[config.mk]
export PLATFORM = sky130hd
export DESIGN_NAME = injection_monitor
export DESIGN_NICKNAME = d
export VERILOG_FILES = /design/src/rtl/injection_monitor.sv
export SDC_FILE = /design/constraint.sdc
export NUM_CORES = 1
export LEC_CHECK = 0
export CAP_MARGIN = 20
export CORE_MARGIN = 5
export CORE_UTILIZATION = 49
export CTS_CLUSTER_DIAMETER = 60
export CTS_CLUSTER_SIZE = 24
export DETAILED_ROUTE_END_ITERATION = 10
export PLACE_DENSITY = 0.74
export SYNTH_ARGS = -nofsm -noshare
export SYNTH_HDL_FRONTEND = slang
export SYNTH_SLANG_ARGS = --single-unit
[constraint.sdc]
create_clock -name clk -period 2.1 [get_ports clk]
set_clock_uncertainty 0.05 [all_clocks]
set_input_delay 0.315 -clock clk [delete_from_list [all_inputs] [get_ports clk]]
set_output_delay 0.315 -clock clk [all_outputs]
set_load 0.05 [all_outputs]
[src/rtl/injection_monitor.sv]
// Fault-injection checker: classifies each injection outcome and reports it.
// Optional INJ_MON_TIMESTAMP_EN adds a 32-bit cycle stamp (rpt_time).
module injection_monitor #(
  parameter int NOUT        = 2,
  parameter int PERSIST_CYC = 4,
  parameter int LAT_W       = 8,
  parameter int CNT_W       = 16
) (
  input  logic             clk,
  input  logic             rstn,
  input  logic             arm,
  input  logic             inj_strobe,
  input  logic [NOUT-1:0]  dut_y,
  input  logic [NOUT-1:0]  ref_y,
  output logic             rpt_valid,
  input  logic             rpt_ready,
  output logic [1:0]       rpt_kind,
  output logic [NOUT-1:0]  rpt_mask,
  output logic [LAT_W-1:0] rpt_latency,
  output logic [CNT_W-1:0] err_count,
`ifdef INJ_MON_TIMESTAMP_EN
  output logic [31:0]      rpt_time,
`endif
  output logic             busy
);

  typedef enum logic [1:0] {
    IDLE,
    WAIT_INJ,
    OBSERVE,
    REPORT
  } state_t;

  localparam logic [1:0] K_MASKED = 2'd0;
  localparam logic [1:0] K_TRANS  = 2'd1;
  localparam logic [1:0] K_PERS   = 2'd2;
  localparam logic [1:0] K_SPUR   = 2'd3;

  localparam logic [LAT_W-1:0] LAT_MAX = '1;
  localparam logic [LAT_W-1:0] PERSIST = LAT_W'(PERSIST_CYC);

  state_t state, state_n;

  logic [NOUT-1:0]  diff;
  logic             mis;
  logic [LAT_W-1:0] lat_cnt, lat_n, lat_inc;
  logic [LAT_W-1:0] run_cnt, run_n, run_inc;
  logic [1:0]       kind_n;
  logic [NOUT-1:0]  mask_n;
  logic [LAT_W-1:0] lat_rep_n;
  logic [CNT_W-1:0] err_n;

  assign diff    = dut_y ^ ref_y;
  assign mis     = |diff;
  assign lat_inc = (lat_cnt == LAT_MAX) ? LAT_MAX : lat_cnt + LAT_W'(1);
  assign run_inc = run_cnt + LAT_W'(1);

  // a run is in progress once run_cnt is non-zero; its first clear ends it
  always_comb begin
    state_n   = state;
    lat_n     = lat_cnt;
    run_n     = run_cnt;
    kind_n    = rpt_kind;
    mask_n    = rpt_mask;
    lat_rep_n = rpt_latency;
    err_n     = err_count;
    unique case (state)
      IDLE: begin
        if (arm) state_n = WAIT_INJ;
      end
      WAIT_INJ: begin
        if (!arm) begin
          state_n = IDLE;
        end else if (inj_strobe) begin
          state_n   = OBSERVE;
          lat_n     = '0;
          lat_rep_n = '0;
          kind_n    = K_MASKED;
          mask_n    = diff;
          run_n     = mis ? LAT_W'(1) : '0;
          if (mis && PERSIST == LAT_W'(1)) begin
            state_n = REPORT;
            kind_n  = K_PERS;
          end
        end else if (mis) begin
          state_n   = REPORT;
          kind_n    = K_SPUR;
          mask_n    = diff;
          lat_rep_n = '0;
        end
      end
      OBSERVE: begin
        if (!arm) begin
          state_n = IDLE;
        end else begin
          lat_n = lat_inc;
          if (mis) begin
            run_n  = run_inc;
            mask_n = rpt_mask | diff;
            if (run_cnt == '0) lat_rep_n = lat_inc;
            if (run_inc == PERSIST) begin
              state_n = REPORT;
              kind_n  = K_PERS;
            end
          end else if (run_cnt != '0) begin
            state_n = REPORT;
            kind_n  = K_TRANS;
          end else if (lat_inc == LAT_MAX) begin
            state_n   = REPORT;
            kind_n    = K_MASKED;
            mask_n    = '0;
            lat_rep_n = LAT_MAX;
          end
        end
      end
      REPORT: begin
        if (rpt_ready) begin
          state_n = arm ? WAIT_INJ : IDLE;
          if (rpt_kind != K_MASKED && err_count != '1)
            err_n = err_count + CNT_W'(1);
        end
      end
      default: state_n = IDLE;
    endcase
  end

  always_ff @(posedge clk or negedge rstn) begin
    if (!rstn) begin
      state       <= IDLE;
      lat_cnt     <= '0;
      run_cnt     <= '0;
      rpt_kind    <= '0;
      rpt_mask    <= '0;
      rpt_latency <= '0;
      err_count   <= '0;
    end else begin
      state       <= state_n;
      lat_cnt     <= lat_n;
      run_cnt     <= run_n;
      rpt_kind    <= kind_n;
      rpt_mask    <= mask_n;
      rpt_latency <= lat_rep_n;
      err_count   <= err_n;
    end
  end

  assign rpt_valid = (state == REPORT);
  assign busy      = (state != IDLE);

`ifdef INJ_MON_TIMESTAMP_EN
  logic [31:0] ts;

  always_ff @(posedge clk or negedge rstn) begin
    if (!rstn) begin
      ts       <= '0;
      rpt_time <= '0;
    end else begin
      ts <= ts + 32'd1;
      if (state != REPORT && state_n == REPORT) rpt_time <= ts;
    end
  end
`endif

endmodule

==> results of run 1 <==
## power by group
| group | internal (mW) | switching (mW) | total, mW |
|---|---|---|---|
| logic | 1.14 | 1.37 | 2.51 |
| registers | 1.03 | 0.135 | 1.16 |
| clock network | 0.356 | 0.318 | 0.674 |
| total | 2.53 | 1.82 | 4.35 |
## cell families (layout without fill, tap and decap cells)
family	after synthesis	in the layout	synth area share
adders and majority gates	10	10	0.0463
buffers and inverters	20	128	0.0283
xor gates and xnor gates	23	23	0.0746
AOI/OAI and AO/OA	70	70	0.178
DFF	46	46	0.426
and+or+nand+nor	100	100	0.194
muxes	13	13	0.0533
## routing by layer
metal | vias to the layer above | routed length (um) | track usage
met5 | - | 0 | 0
met4 | 0 | 150 | 0.0658
met3 | 16 | 303 | 0.0393
met2 | 57 | 3470 | 0.339
met1 | 1249 | 3260 | 0.276
li1 | 1249 | - | -
## cells in the final DEF (no fill, tap or decap), types with 5 or more instances in the layout
| master | synthesis | final |
|---|---|---|
| a21oi_1 | 19 | 19 |
| a22o_1 | 6 | 6 |
| and3_1 | 8 | 8 |
| buf_4 | 0 | 66 |
| clkbuf_8 | 0 | 5 |
| clkdlybuf4s50_1 | 0 | 35 |
| dfrtp_1 | 46 | 45 |
| ha_1 | 10 | 8 |
| inv_1 | 13 | 12 |
| mux2_4 | 0 | 7 |
| nand2_1 | 23 | 22 |
| nand3_1 | 13 | 11 |
| nand4_1 | 5 | 5 |
| nor2_1 | 18 | 17 |
| nor2b_1 | 7 | 6 |
| nor3_1 | 10 | 10 |
| o21ai_0 | 16 | 15 |
| xnor2_1 | 9 | 9 |
| xor2_1 | 14 | 14 |
## how the worst min path moves through the flow
stage | slack, ns | from | depth (start not counted) | to
6_report | 0.05 | rstn | 2 | lat_cnt[7]
3_5_place_dp | 0.40 | rstn | 2 | lat_cnt[0]
3_3_place_gp | 0.40 | rstn | 2 | rpt_latency[4]
2_1_floorplan | -0.03 | rstn | 0 | err_count[0]
5_1_grt | 0.11 | rstn | 2 | lat_cnt[7]
4_1_cts | 0.07 | rstn | 2 | lat_cnt[7]
## what timing repair did
action                                 in CTS  in global routing
resized for setup                          11                 12
endpoints found under the hold margin       0                  0
buffers inserted                            6                  5
setup endpoints to repair                  15                 24
pin swaps                                   4                  7
## worst max-delay path, delay by kind of cell, from the launching register on
family          cells  cell delay, ns
fa+ha+maj           1            0.27
buf+inv             1            0.18
compound gates      2            0.50
simple gates        2            0.25
mux                 1            0.30
flops               1            0.44
## area by class of cell
type	count	area [sq um]	area share
Clock inverter	2	37.5	0.00963
Timing Repair Buffer	106	908	0.233
Sequential cell	46	1150	0.296
Tap cell	72	90.1	0.0231
Multi-Input combinational cell	216	1580	0.406
Clock buffer	6	72.6	0.0186
Inverter	14	52.6	0.0135
## state kept, by name, indices dropped and copies added (netlist names)
register	count
err_count	16
lat_cnt	8
rpt_latency	8
run_cnt	8
rpt_kind	2
rpt_mask	2
state	2
==> impl_results.md, run 1 <==
- CP max stage cell: dfrtp_2
- Num rows: 27
- Dpl cells: 443
- Element type at the critical path start: flip-flop
- Drt pass-1 iters: 4
- DRT iter0 DRCs: 139
- Status: finished with violations
- First-pass GRT wire length: 12.1 mm
- Hold buffers post-CTS: 0
- R2R setup slack: -0.02 ns
- Total Routing Usage GR: 0.207
- Routed WL: 7.19 mm
- Count leader, synth: dfrtp_1
- Total power: 4.35 mW
- DRC viols: 0
- Crit path DAT: 2.26 ns
- Clock Tree Buf Depth: 2
- RSZ-0062 raised after global routing: true
- Failing checks: setup timing
- Fmax: 472 MHz
- Vias/cell: 5.56
- CP endpoint kind: flip-flop
- Worst skew pair latency: 0.30 ns
- Pre-CTS WS: -0.141 ns
- Mapped Cells: 282
- Layout Cells excl Fill: 462
- Synthesized area: 2700 sq um
- Largest cells by area after synthesis: dfrtp_1, ha_1, mux2_2, xor2_1, a21oi_1
- Worst-Margin Slew: 0.608 ns
- Design area: 3900 sq um
- Filler Cells Inserted: 411
- Min cycle time layout: 2.12 ns
- Peak VDD IR: 0.679 mV
- FF+latch count, synth: 46
- TritonCTS Sinks: 46
- CTS Buf Count: 5
- Setup Crit Path Kind: reg -> reg
- Avg Inst Size Synth: 9.58 sq um
- P_leak: 1.79 nW
- Total core area: 5440 sq um
- Util after Layout: 0.717
- Top cell type's share of synthesized area: 0.426
- Fin nets: 408
- I/O pin count: 39
- Initial Util: 0.497
- Final ANT Viol Nets: 0
- Largest net degree at the start of global routing: 47
- Drt wl/cell: 15.6 um
- DIE WIDTH: 84.3 um
- Reg-to-reg critical path startpoint: lat_cnt[0]
- Maxcap violations: 0
- Hold Vio Cnt, Final: 0
- Post-synthesis cell type count: 51
- H-tree depth: 2
- Worst reg2reg endpoint: rpt_latency[3]
- GPL Wtd Cong: 0.923
- Remaining global-route overflow: 0
- Die area: 7100 sq um
- Placement Cell Area: 3610 sq um
- Sequential area share after synthesis: 0.426
- Final slew viol count: 0
- Setup violators final: 7
- Area leader, netlist: dfrtp_1
- Syn nets: 301
- Initial antenna violation count: 0
- Hold Path Class: in -> async
- Layout cell share with drive strength beyond 1: 0.279
- Worst hold margin: 0.0516 ns
- Vias: 2571
- Setup TNS Final: -0.0657 ns
- Synth async-reset ratio: 1.00
- Die height: 84.3 um
- Synth Flop Type: dfrtp_1
- Crit path launch: lat_cnt[0]
- Root Buffer: clkbuf_8
- Critical Path Fanout Max: 8
- CTS clk-pin slew, worst paths: 0.09 ns
- Crit path cell chain: ha_4 -> nand4b_1 -> o22ai_2 -> nand4_2 -> a221oi_4 -> buf_12 -> mux2_4
- Final HPWL DP: 5.15 mm
- P per Cell Area: 1120 nW/um^2
- Synth top cells by count: dfrtp_1, nand2_1, a21oi_1, nor2_1, o21ai_0
- Final period util: 1.01
- TritonCTS clock tree: yes
- Required time worst endpoint: 2.24 ns
- Post-synth EDFFs: 0
- R2R cell count: 7
- Ys Warns: 0
- Crit path capture: rpt_latency[3]
- Worst setup margin: -0.0167 ns
- Vias in the first global route: 2545
- Area added between synthesis and finish: 44.3%
- Max_slew headroom: 0.595
- Max incr delay on CP: 0.44 ns
- Port bufs: 38
- Antenna cells: 0
Note: power is estimated with default switching activity, not from simulation.
==> run 2: changes to the inputs <==
CORE_UTILIZATION = 55   (was 49)
DONT_BUFFER_PORTS = 1   (was not set)
HOLD_SLACK_MARGIN = 0.08   (was not set)
PLACE_DENSITY = 0.71   (was 0.74)
==> impl_results.md, run 2 (synthesis gave the netlist of run 1 again) <==
- Status: complete, no violations
- Total power: 3.75 mW (-14%)
- Vias/cell: 5.67 (+1.8%)
- Peak VDD IR: 0.853 mV (+26%)
- CP endpoint kind: flip-flop
- Worst skew pair latency: 0.31 ns (about the same)
- Remaining global-route overflow: 0 (unchanged)
- Maxcap violations: 0 (unchanged)
- Met3 wire length: 369 um (+22%)
- Initial antenna violation count: 0 (unchanged)
- Worst-Margin Slew: 0.570 ns (-0.0385 ns)
- Area added between synthesis and finish: 25.3%
- Setup Crit Path Kind: reg -> reg
- Top layer in use: met4
- P per Cell Area: 1110 nW/um^2 (-0.69%)
- GPL Wtd Cong: 0.861 (-6.6%)
- Routed WL: 6.37 mm (-11%)
- Kind of cell adding the most delay to the critical path: compound AO/OA/AOI/OAI gates
- DRT iter0 DRCs: 111 (-20%)
- Routed met2 length: 3.03 mm (-13%)
- Layout Cells excl Fill: 406 (-12%)
- I/O pin count: 39 (unchanged)
- Total Routing Usage GR: 0.213 (+0.00587)
- Max_slew headroom: 0.619 (+0.0243)
- CTS clk-pin slew, worst paths: 0.10 ns (about the same)
- Layout cell share with drive strength beyond 1: 0.260 (-0.0199)
- DIE WIDTH: 80.1 um (-4.9%)
- CP max stage cell: dfrtp_1
- Element type at the critical path start: flip-flop
- Required time worst endpoint: 2.25 ns (about the same)
- Vias in the first global route: 2226 (-13%)
- Bufs and invs on worst path: 1 (unchanged)
- Design area: 3390 sq um (-13%)
- Min cycle time layout: 2.09 ns (-0.0232 ns)
- Fin nets: 357 (-13%)
- Root Buffer: clkbuf_8
- Die height: 80.1 um (-4.9%)
- Drt wl/cell: 15.7 um (+0.83%)
- Final slew viol count: 0 (unchanged)
- Clock Tree Buf Depth: 2 (unchanged)
- Initial Util: 0.568 (+0.0715)
- Final ANT Viol Nets: 0 (unchanged)
- Post-Route M1 WL: 2.89 mm (-12%)
- First-pass GRT wire length: 10.6 mm (-12%)
- Crit path DAT: 2.25 ns (about the same)
- H-tree depth: 2 (unchanged)
- Critical Path Fanout Max: 8 (unchanged)
- Most frequent cells in the layout: buf_4, dfrtp_1, nand2_1, a21oi_1, nor2_1
- Die area: 6410 sq um (-9.7%)
- Port bufs: 0 (-100%)
- P_leak: 1.58 nW (-12%)
- Setup violators final: 0 (-7)
- Dpl cells: 394 (-11%)
- Antenna cells: 0 (unchanged)
- TritonCTS clock tree: yes
- Crit path cell chain: ha_4 -> nand4b_1 -> o22ai_2 -> nand4_2 -> a221oi_4 -> buf_12 -> mux2_2
- Hold Path Class: in -> reg
- Total core area: 4750 sq um (-13%)
- CTS Buf Count: 5 (unchanged)
- Placement Cell Area: 3190 sq um (-12%)
- Setup TNS Final: 0 ns (+0.0657 ns)
- Fmax: 478 MHz (+1.1%)
- RSZ-0062 raised after global routing: true
- Vias: 2300 (-11%)
- DRC viols: 0 (unchanged)
- Filler Cells Inserted: 376 (-8.5%)
- Worst setup margin: 0.00652 ns (+0.0232 ns)
- Num rows: 25 (-7.4%)
- Final period util: 0.997 (-0.0111)
- Commonest non-fill, non-tap cell in the layout: buf_4
- Largest register FFs: 16 (unchanged)
- Hold Vio Cnt, Final: 0 (unchanged)
- Max incr delay on CP: 0.44 ns (about the same)
- Most flops, register: err_count
- Largest net degree at the start of global routing: 47 (unchanged)
- TritonCTS Sinks: 46 (unchanged)
- Pre-CTS WS: -0.0403 ns (+0.101 ns)
- Drt pass-1 iters: 4 (unchanged)
- Final HPWL DP: 4.69 mm (-8.8%)
## run 2: cell types whose count changed in the layout (fill, tap and decap cells not counted), moves of 2 or more
cell	delta
mux2_2	+2
buf_6	-2
mux2_4	-2
clkdlybuf4s50_1	-35
buf_4	-14
## run 2: final cells by class
| cell class | count | area, sq um | share of cell area |
|---|---|---|---|
| inverter | 14 | 52.6 | 0.0155 |
| tap | 67 | 83.8 | 0.0248 |
| clock buffer | 5 | 68.8 | 0.0203 |
| timing repair buffer | 55 | 448 | 0.132 |
| multi-input combinational | 216 | 1560 | 0.459 |
| sequential | 46 | 1150 | 0.340 |
| clock inverter | 3 | 25.0 | 0.00739 |
## run 2: metrics by stage
stage,hold WS (ns),util
6_report,0.251,0.712
5_1_grt,0.254,0.712
4_1_cts,0.229,0.703
3_5_place_dp,-0.0293,0.671
3_3_place_gp,-0.0293,0.671
2_1_floorplan,-0.0306,-
## run 2: path summary, 6_finish.rpt
kind / cells after the start / slack (ns) / start / to
setup / recovery: 7 / 0.007 / lat_cnt[0] / rpt_latency[5]
hold / removal: 2 / 0.25 / dut_y[0] / rpt_mask[0]
setup reg to reg: 7 / 0.007 / lat_cnt[0] / rpt_latency[5]
hold reg to reg: 1 / 0.47 / err_count[9] / err_count[9]
max in group asynchronous: 2 / 1.33 / rstn / lat_cnt[1]
min in group asynchronous: 2 / 0.45 / rstn / lat_cnt[3]
## run 2: power by group
| group | total, mW | internal, mW | leakage (nW) | switching [mW] |
|---|---|---|---|---|
| logic | 1.89 | 0.817 | 0.913 | 1.08 |
| clock network | 0.574 | 0.241 | 0.0447 | 0.334 |
| registers | 1.28 | 1.02 | 0.621 | 0.263 |
## run 2: timing repair
item,in CTS,in global routing
setup buffers,1,1
hold buffers,2,0
hold endpoints to repair,46,0
pin swaps,1,0
setup endpoints to repair,8,10
gates resized for setup,3,7
## run 2: worst register-to-register path, cell delays in order (launching register included)
cell and delay, ns:
dfrtp_1 0.44, ha_4 0.29, nand4b_1 0.10, o22ai_2 0.14
nand4_2 0.14, a221oi_4 0.33, buf_12 0.17, mux2_2 0.33
## run 2: layer usage
metal / vias to the layer above / track usage
li1: 1141 / -
met1: 1102 / 0.285
met2: 50 / 0.334
met3: 7 / 0.0561
met4: 0 / 0.0693
met5: - / 0
==> run 3: changes to the inputs <==
CTS_CLUSTER_SIZE = 16   (was 24)
==> results of run 3 <==
The final DEF is identical to that of run 2; final timing and power are the same.
